[config.mk]
export PLATFORM = sky130hd
export DESIGN_NAME = ctrl_seq
export DESIGN_NICKNAME = d
export VERILOG_FILES = /design/src/rtl/ctrl_pkg.sv /design/src/rtl/microcode_rom.sv /design/src/rtl/ctrl_seq.sv
export SDC_FILE = /design/constraint.sdc
export NUM_CORES = 1
export LEC_CHECK = 0
export CAP_MARGIN = 40
export CORE_UTILIZATION = 41
export DETAILED_ROUTE_END_ITERATION = 12
export PLACE_DENSITY_LB_ADDON = 0.12
export SKIP_LAST_GASP = 1
export SLEW_MARGIN = 20
export SYNTH_ARGS = -nofsm -noshare
export SYNTH_HDL_FRONTEND = slang
export SYNTH_SLANG_ARGS = --single-unit
[constraint.sdc]
create_clock -name clk -period 2.5 [get_ports clk]
set_input_delay 0.5 -clock clk [delete_from_list [all_inputs] [get_ports clk]]
set_output_delay 0.5 -clock clk [all_outputs]
set_load 0.01 [all_outputs]
[src/rtl/ctrl_pkg.sv]
// Shared constants for the microcode sequencer: control word bit layout,
// opcode encodings, fetch words and the step/control widths.
package ctrl_pkg;

   localparam int STEP_W = 3;
   localparam int CTRL_W = 16;
   localparam logic [STEP_W-1:0] MAX_STEP = 3'd4;

   localparam int BIT_HLT = 15;
   localparam int BIT_MI  = 14;
   localparam int BIT_RI  = 13;
   localparam int BIT_RO  = 12;
   localparam int BIT_IO  = 11;
   localparam int BIT_II  = 10;
   localparam int BIT_AI  = 9;
   localparam int BIT_AO  = 8;
   localparam int BIT_EO  = 7;
   localparam int BIT_SU  = 6;
   localparam int BIT_BI  = 5;
   localparam int BIT_OI  = 4;
   localparam int BIT_CE  = 3;
   localparam int BIT_CO  = 2;
   localparam int BIT_J   = 1;
   localparam int BIT_FI  = 0;

   localparam logic [CTRL_W-1:0] HLT = 16'h8000;
   localparam logic [CTRL_W-1:0] MI  = 16'h4000;
   localparam logic [CTRL_W-1:0] RI  = 16'h2000;
   localparam logic [CTRL_W-1:0] RO  = 16'h1000;
   localparam logic [CTRL_W-1:0] IO  = 16'h0800;
   localparam logic [CTRL_W-1:0] II  = 16'h0400;
   localparam logic [CTRL_W-1:0] AI  = 16'h0200;
   localparam logic [CTRL_W-1:0] AO  = 16'h0100;
   localparam logic [CTRL_W-1:0] EO  = 16'h0080;
   localparam logic [CTRL_W-1:0] SU  = 16'h0040;
   localparam logic [CTRL_W-1:0] BI  = 16'h0020;
   localparam logic [CTRL_W-1:0] OI  = 16'h0010;
   localparam logic [CTRL_W-1:0] CE  = 16'h0008;
   localparam logic [CTRL_W-1:0] CO  = 16'h0004;
   localparam logic [CTRL_W-1:0] J   = 16'h0002;
   localparam logic [CTRL_W-1:0] FI  = 16'h0001;

   localparam logic [CTRL_W-1:0] FETCH_T0 = CO | MI;
   localparam logic [CTRL_W-1:0] FETCH_T1 = RO | II | CE;

   localparam logic [3:0] OP_NOP = 4'b0000;
   localparam logic [3:0] OP_LDA = 4'b0001;
   localparam logic [3:0] OP_ADD = 4'b0010;
   localparam logic [3:0] OP_SUB = 4'b0011;
   localparam logic [3:0] OP_STA = 4'b0100;
   localparam logic [3:0] OP_LDI = 4'b0101;
   localparam logic [3:0] OP_JMP = 4'b0110;
   localparam logic [3:0] OP_JC  = 4'b0111;
   localparam logic [3:0] OP_JZ  = 4'b1000;
   localparam logic [3:0] OP_OUT = 4'b1110;
   localparam logic [3:0] OP_HLT = 4'b1111;

endpackage

[src/rtl/microcode_rom.sv]
// Combinational microcode table: maps (opcode, step, flags) to the control
// word and flags the final step of the instruction.
module microcode_rom
   import ctrl_pkg::*;
(
   input  logic [3:0]        opcode_i,
   input  logic [STEP_W-1:0] step_i,
   input  logic              carry_i,
   input  logic              zero_i,
   output logic [CTRL_W-1:0] ctrl_o,
   output logic              last_o
);

   always_comb begin
      ctrl_o = '0;
      last_o = 1'b0;
      if (step_i == 3'd0) begin
         ctrl_o = FETCH_T0;
      end else if (step_i == 3'd1) begin
         ctrl_o = FETCH_T1;
      end else begin
         // HLT never reports a last step; the sequencer latches halt instead.
         unique case (opcode_i)
            OP_LDA: begin
               ctrl_o = (step_i == 3'd2) ? (IO | MI) : (step_i == 3'd3) ? (RO | AI) : '0;
               last_o = (step_i >= 3'd3);
            end
            OP_ADD, OP_SUB: begin
               if (step_i == 3'd2)      ctrl_o = IO | MI;
               else if (step_i == 3'd3) ctrl_o = RO | BI;
               else if (step_i == 3'd4) ctrl_o = (opcode_i == OP_SUB) ? (EO | SU | AI | FI) : (EO | AI | FI);
               last_o = (step_i >= 3'd4);
            end
            OP_STA: begin
               ctrl_o = (step_i == 3'd2) ? (IO | MI) : (step_i == 3'd3) ? (AO | RI) : '0;
               last_o = (step_i >= 3'd3);
            end
            OP_LDI: begin
               ctrl_o = (step_i == 3'd2) ? (IO | AI) : '0;
               last_o = 1'b1;
            end
            OP_JMP: begin
               ctrl_o = (step_i == 3'd2) ? (IO | J) : '0;
               last_o = 1'b1;
            end
            OP_JC: begin
               ctrl_o = (step_i == 3'd2 && carry_i) ? (IO | J) : '0;
               last_o = 1'b1;
            end
            OP_JZ: begin
               ctrl_o = (step_i == 3'd2 && zero_i) ? (IO | J) : '0;
               last_o = 1'b1;
            end
            OP_OUT: begin
               ctrl_o = (step_i == 3'd2) ? (AO | OI) : '0;
               last_o = 1'b1;
            end
            OP_HLT: begin
               ctrl_o = (step_i == 3'd2) ? HLT : '0;
               last_o = (step_i != 3'd2);
            end
            default: begin
               ctrl_o = '0;
               last_o = 1'b1;
            end
         endcase
      end
   end

endmodule

[src/rtl/ctrl_seq.sv]
// Microstep sequencer: owns the step counter and halt latch, and gates the
// microcode ROM output during reset and halt.
module ctrl_seq
   import ctrl_pkg::*;
(
   input  logic              clk,
   input  logic              clear_n,
   input  logic [3:0]        opcode,
   input  logic              carry_flag,
   input  logic              zero_flag,
   output logic [CTRL_W-1:0] ctrl,
   output logic [STEP_W-1:0] step,
   output logic              halted
);

   logic [STEP_W-1:0] step_q, step_d;
   logic              halted_q, halted_d;
   logic [CTRL_W-1:0] romCtrl;
   logic              romLast;

   microcode_rom uRom (
      .opcode_i (opcode),
      .step_i   (step_q),
      .carry_i  (carry_flag),
      .zero_i   (zero_flag),
      .ctrl_o   (romCtrl),
      .last_o   (romLast)
   );

   always_comb begin
      step_d   = step_q;
      halted_d = halted_q;
      if (!halted_q) begin
         if (opcode == OP_HLT && step_q == 3'd2) begin
            halted_d = 1'b1;
         end else if (romLast || step_q >= MAX_STEP) begin
            step_d = '0;
         end else begin
            step_d = step_q + 3'd1;
         end
      end
   end

   always_ff @(posedge clk or negedge clear_n) begin
      if (!clear_n) begin
         step_q   <= '0;
         halted_q <= 1'b0;
      end else begin
         step_q   <= step_d;
         halted_q <= halted_d;
      end
   end

   // Reset forces a quiet bus combinationally so no agent loads while clear_n is low.
   always_comb begin
      if (!clear_n)      ctrl = '0;
      else if (halted_q) ctrl = HLT;
      else               ctrl = romCtrl;
   end

   assign step   = step_q;
   assign halted = halted_q;

endmodule

**After elaboration in Yosys (flattened, before gate mapping)**

Cells that the tools add are included.

- Add/subtract/negate cells: 1
- Order comparisons: 2
- Eq/ne operators: 15
- Multiplexer cells: 25
- Bitwise gates (word level): 2
- Reduce and logical (&&, ||, !) cells: 8

Operator list:

| cell | count |
|---|---|
| $mux W16 | 10 |
| $pmux W16 S9 | 1 |
| $mux W12 | 4 |
| $eq A4 B3 Y1 const B | 4 |
| $mux W14 | 1 |
| $mux W13 | 1 |
| $eq A4 B4 Y1 const B | 3 |
| $mux W9 | 1 |
| $eq A4 B2 Y1 const B | 2 |
| $mux W7 | 1 |
| $eq A3 B2 Y1 const B | 2 |
| $eq A4 B1 Y1 const B | 1 |
| $mux W1 | 4 |
| $reduce_or A2 Y1 | 2 |
| $add A3 B1 Y3 const B | 1 |
| $eq A3 B1 Y1 const B | 1 |
| $eq A3 B3 Y1 const B | 1 |
| $ge A3 B2 Y1 const B | 1 |
| $ge A3 B3 Y1 const B | 1 |
| $logic_and A1 B1 Y1 | 3 |
| $logic_not A3 Y1 | 1 |
| $mux W3 | 1 |
| $ne A3 B2 Y1 const B | 1 |
| $pmux W1 S3 | 1 |
| 3 further kinds | 4 |

- Flip-flop bits (word level): 4
- Bits of input ports: 8

**Longest topological paths before layout**

- Depth after elaboration: 10
- Gate-level depth with buffers: 7
- Mapped depth without buffers: 6

**Hierarchy**

A second synthesis with hierarchy kept.

- Cell total of the unflattened synthesis: 86
- Area, all modules: 668.1 µm²

By module, submodules not included:

| module | times used | cells each | area an instance (µm²) |
|---|---|---|---|
| ctrl_seq | 1 | 35 | 337.8 |
| microcode_rom | 1 | 51 | 330.3 |

**Worst setup path after synthesis**

No wires, ideal clock.

- Path type: register to output
- Start: register step_q[0] (netlist: step[0])
- End: output ctrl[11]
- Arrival: 1748 ps
- Path slack: 252 ps
- Stages on the path, launching flop included: 7
- Path buffers: 0
- Cells stage by stage: dfrtp_1 inv_1 ha_1 nand2b_1 nand2b_1 a2111o_1 a211oi_1

- Cells in the longest elaborated chain, start to end: 8
- Elaborated cells between the ends (all ways): 19
- Those cells by class: eq/ne: 3; mux: 13; reduce/logical: 3

RTL lines:

| element | RTL line | text |
|---|---|---|
| start: declaration | ctrl_seq.sv:16 | `logic [STEP_W-1:0] step_q, step_d;` |
| start signal: assignment | ctrl_seq.sv:49 | `step_q <= step_d;` |
| $eq A3 B2 Y1 (on tied branches) | n/a |  |
| $mux W16 (tied with other cells) | microcode_rom.sv:30 | `else if (step_i == 3'd3) ctrl_o = RO \| BI;` |
| $mux W16 (tied with other cells) | microcode_rom.sv:29 | `if (step_i == 3'd2) ctrl_o = IO \| MI;` |
| $pmux W16 S9 | microcode_rom.sv:23 | `unique case (opcode_i)` |
| $mux W16 | microcode_rom.sv:19 | `end else if (step_i == 3'd1) begin` |
| $mux W16 * | microcode_rom.sv:17 | `if (step_i == 3'd0) begin` |
| $mux W16 * | ctrl_seq.sv:57 | `else if (halted_q) ctrl = HLT;` |
| $mux W16 * | ctrl_seq.sv:56 | `if (!clear_n) ctrl = '0;` |
| end: declaration | ctrl_seq.sv:11 | `output logic [CTRL_W-1:0] ctrl,` |

Mark *: on every way between the ends. The rest lies on a longest branch, timed or not.

**Final worst setup path**

- Start: input opcode[3]
- End: output ctrl[11]

- Cells in the longest elaborated chain, start to end: 7
- Elaborated cells between the ends (all ways): 16
- Those cells by class: eq/ne: 10; mux: 5; reduce/logical: 1

RTL lines:

| element | RTL line | text |
|---|---|---|
| start: declaration | ctrl_seq.sv:8 | `input logic [3:0] opcode,` |
| $eq A4 B2 Y1 | microcode_rom.sv:23 |  |
| $reduce_or A2 Y1 | microcode_rom.sv:23 |  |
| $pmux W16 S9 * | microcode_rom.sv:23 |  |
| $mux W16 * | microcode_rom.sv:19 |  |
| $mux W16 * | microcode_rom.sv:17 |  |
| $mux W16 * | ctrl_seq.sv:57 |  |
| $mux W16 * | ctrl_seq.sv:56 |  |

Marked as above.

==> metrics.txt <==
outcome=finished, final reports clean; FF-to-FF setup slack=0.64 ns; placed instance count=151; share of cells above drive strength 1=38.1%; Die Area=0.00170 mm^2; Initial Util=46.2%; FP Rows=13; total CTS buffers=3; Detail Placement HPWL=1610 um; Inserted Diodes=0; PD cells=766 mW/mm^2; Clock Path Buffers=2; initial antenna violation count=0; root buf cell=clkbuf_4; vias in the first global route=733; FMAX=407 MHz; PnR worst setup slack=0.0442 ns; drt wl/cell=14.1 um; htree depth=1; Die X=41.3 um; Vias=859; slowest cell delay on critical path=0.49 ns; post-synthesis net count=99; Req. time, crit path=2.00 ns; Crit. Startpoint=opcode[3]; Layout Area Growth over Synthesis=78.8%; critical path launch point type=primary input; endpoints failing setup=0; CTS tree=yes; post-CTS setup buffer count=0; Crit path arrival time=1.96 ns; Vias per Instance=5.58; RSZ-0062 raised after global routing=yes; fin. max-slew vios=0; Yosys cell types=38; Leakage=0.557 nW; FF-to-FF Start=step[0]$_DFFE_PN0P_; Die Ht=41.3 um; grt total ovfl=0; core area=0.00137 mm^2; syn avg cell area=7.35 um^2; Layout Cells excl Fill=154; CP max stage cell=a2111o_1; most common cell after layout, fill and taps aside=buf_4; crit path max fanout=7; asr flop ratio synth=100%; Slew headroom=64.5%; pre-CTS WS=-0.515 ns; # DRC=0; Most used DFF post-synth=dfrtp_1; initial DRC count=39; Total GRT Usage=26.8%; crit path capture type=output port; antenna-violating nets left=0; Hold Path Class=primary input to asynchronous set/reset pin; Clk Latency, worst-skew pair=0.24 ns; period utilization=98.2%; drt first pass iters=4; Port Buffer Count=27; Crit Path Class=primary input to output port; number of synthesized flops with an enable pin=0; # IOs=28; drt total wl=2170 um; Max-Cap Viols=0; Tightest Pin Transition=0.530 ns; clk sinks=4; Layout Nets=154; CP Cell Sequence=dlygate4sd2_1 > buf_4 > nand2_1 > a21oi_2 > a2111o_1 > a211oi_2 > buf_2; CTS clock-pin slew for the worst setup and hold paths=0.04 ns; Mapped Area=632 um^2; final hold viol count=0; commonest cells after routing, fill and taps aside=buf_4 (30), dlygate4sd2_1 (10), clkdlybuf4s50_1 (9); min Tclk post-route=2.46 ns; clk_skew=0.000509 ns; largest net degree at the start of global routing=9; Seq cells post-synth=4; Post-Synthesis Cells=86; peak supply drop=0.000613 V; gpl congestion=0.886; register area share after synthesis=15.8%; first-pass GRT wire length=3010 um; Yosys warnings=0; Overall Power=865 uW
worst max-delay path: cells and delay by family:
family                 cells  cell delay (ns)
AOI/OAI and AO/OA          3             0.75
buffers and inverters      3             0.62
and+or+nand+nor            1             0.08
timing repair:
item,4_1_cts,5_1_grt
pin swaps,4,3
hold buffers,0,0
hold endpoints to repair,0,0
endpoints found under the setup margin,13,9
gates resized for setup,29,14
cell usage after synthesis, drive strengths merged (3+ instances only):
master / count / area share [%]
nor2: 8 / 4.8
a21oi: 6 / 5.3
inv: 6 / 3.6
buf: 4 / 4.9
nor2b: 3 / 3.0
nand2b: 5 / 5.0
nand2: 7 / 4.2
dfrtp: 4 / 16
clkbuf: 3 / 1.8
nor3: 5 / 4.0
ha: 5 / 9.9
worst paths after layout:
kind | end | cells past startpoint
min reg2reg | step[1]$_DFFE_PN0P_ | 2
min in group clk | step[1]$_DFFE_PN0P_ | 2
max reg2reg | step[0]$_DFFE_PN0P_ | 7
max in group asynchronous | step[2]$_DFFE_PN0P_ | 2
max | ctrl[11] | 7
min | step[1]$_DFFE_PN0P_ | 2
per-stage QoR:
step / hold WS, ns / setup TNS [ns] / area (um^2) / utilization [%]
global placement: 0.588 / -4.79 / 1100 / 80.8
floorplan: 0.204 / 0 / 632 / -
CTS: 0.573 / -0.0779 / 1120 / 82.2
global route: 0.225 / -0.0723 / 1130 / 82.7
detailed placement: 0.610 / -5.26 / 1100 / 80.8
finish: 0.205 / 0 / 1130 / 82.7
layout make-up:
class / instances / area (um^2)
Fill cell: 92 / 236
Multi-Input combinational cell: 69 / 510
Clock buffer: 3 / 22.5
Tap cell: 15 / 18.8
Inverter: 6 / 22.5
Sequential cell: 4 / 100
Timing Repair Buffer: 57 / 455
power by group:
group          switching, mW  internal [mW]  leakage, nW
Clock                 0.0269         0.0537       0.0138
Sequential            0.0150         0.0932       0.0508
Combinational          0.334          0.342        0.492
cell families after synthesis:
family	after synthesis	share of synthesized area, %
AO/OA/AOI/OAI	21	24.6
adder cells (fa/ha/maj)	5	9.90
buffers and inverters	13	10.3
flip-flops	4	15.8
multiplexers	1	1.58
AND/OR/NAND/NOR	42	37.8
sequential cells by signal, indices dropped and copies added, names as in the netlist:
signal / count
halted: 1
step: 3
per-layer routing:
metal	share of wire (%)	GRT usage, %
met1	41	34.1
met2	52	45.3
met3	6.8	7.61
met4	0	4.03
met5	0	0
No activity file was read; power rests on OpenSTA's default activity.
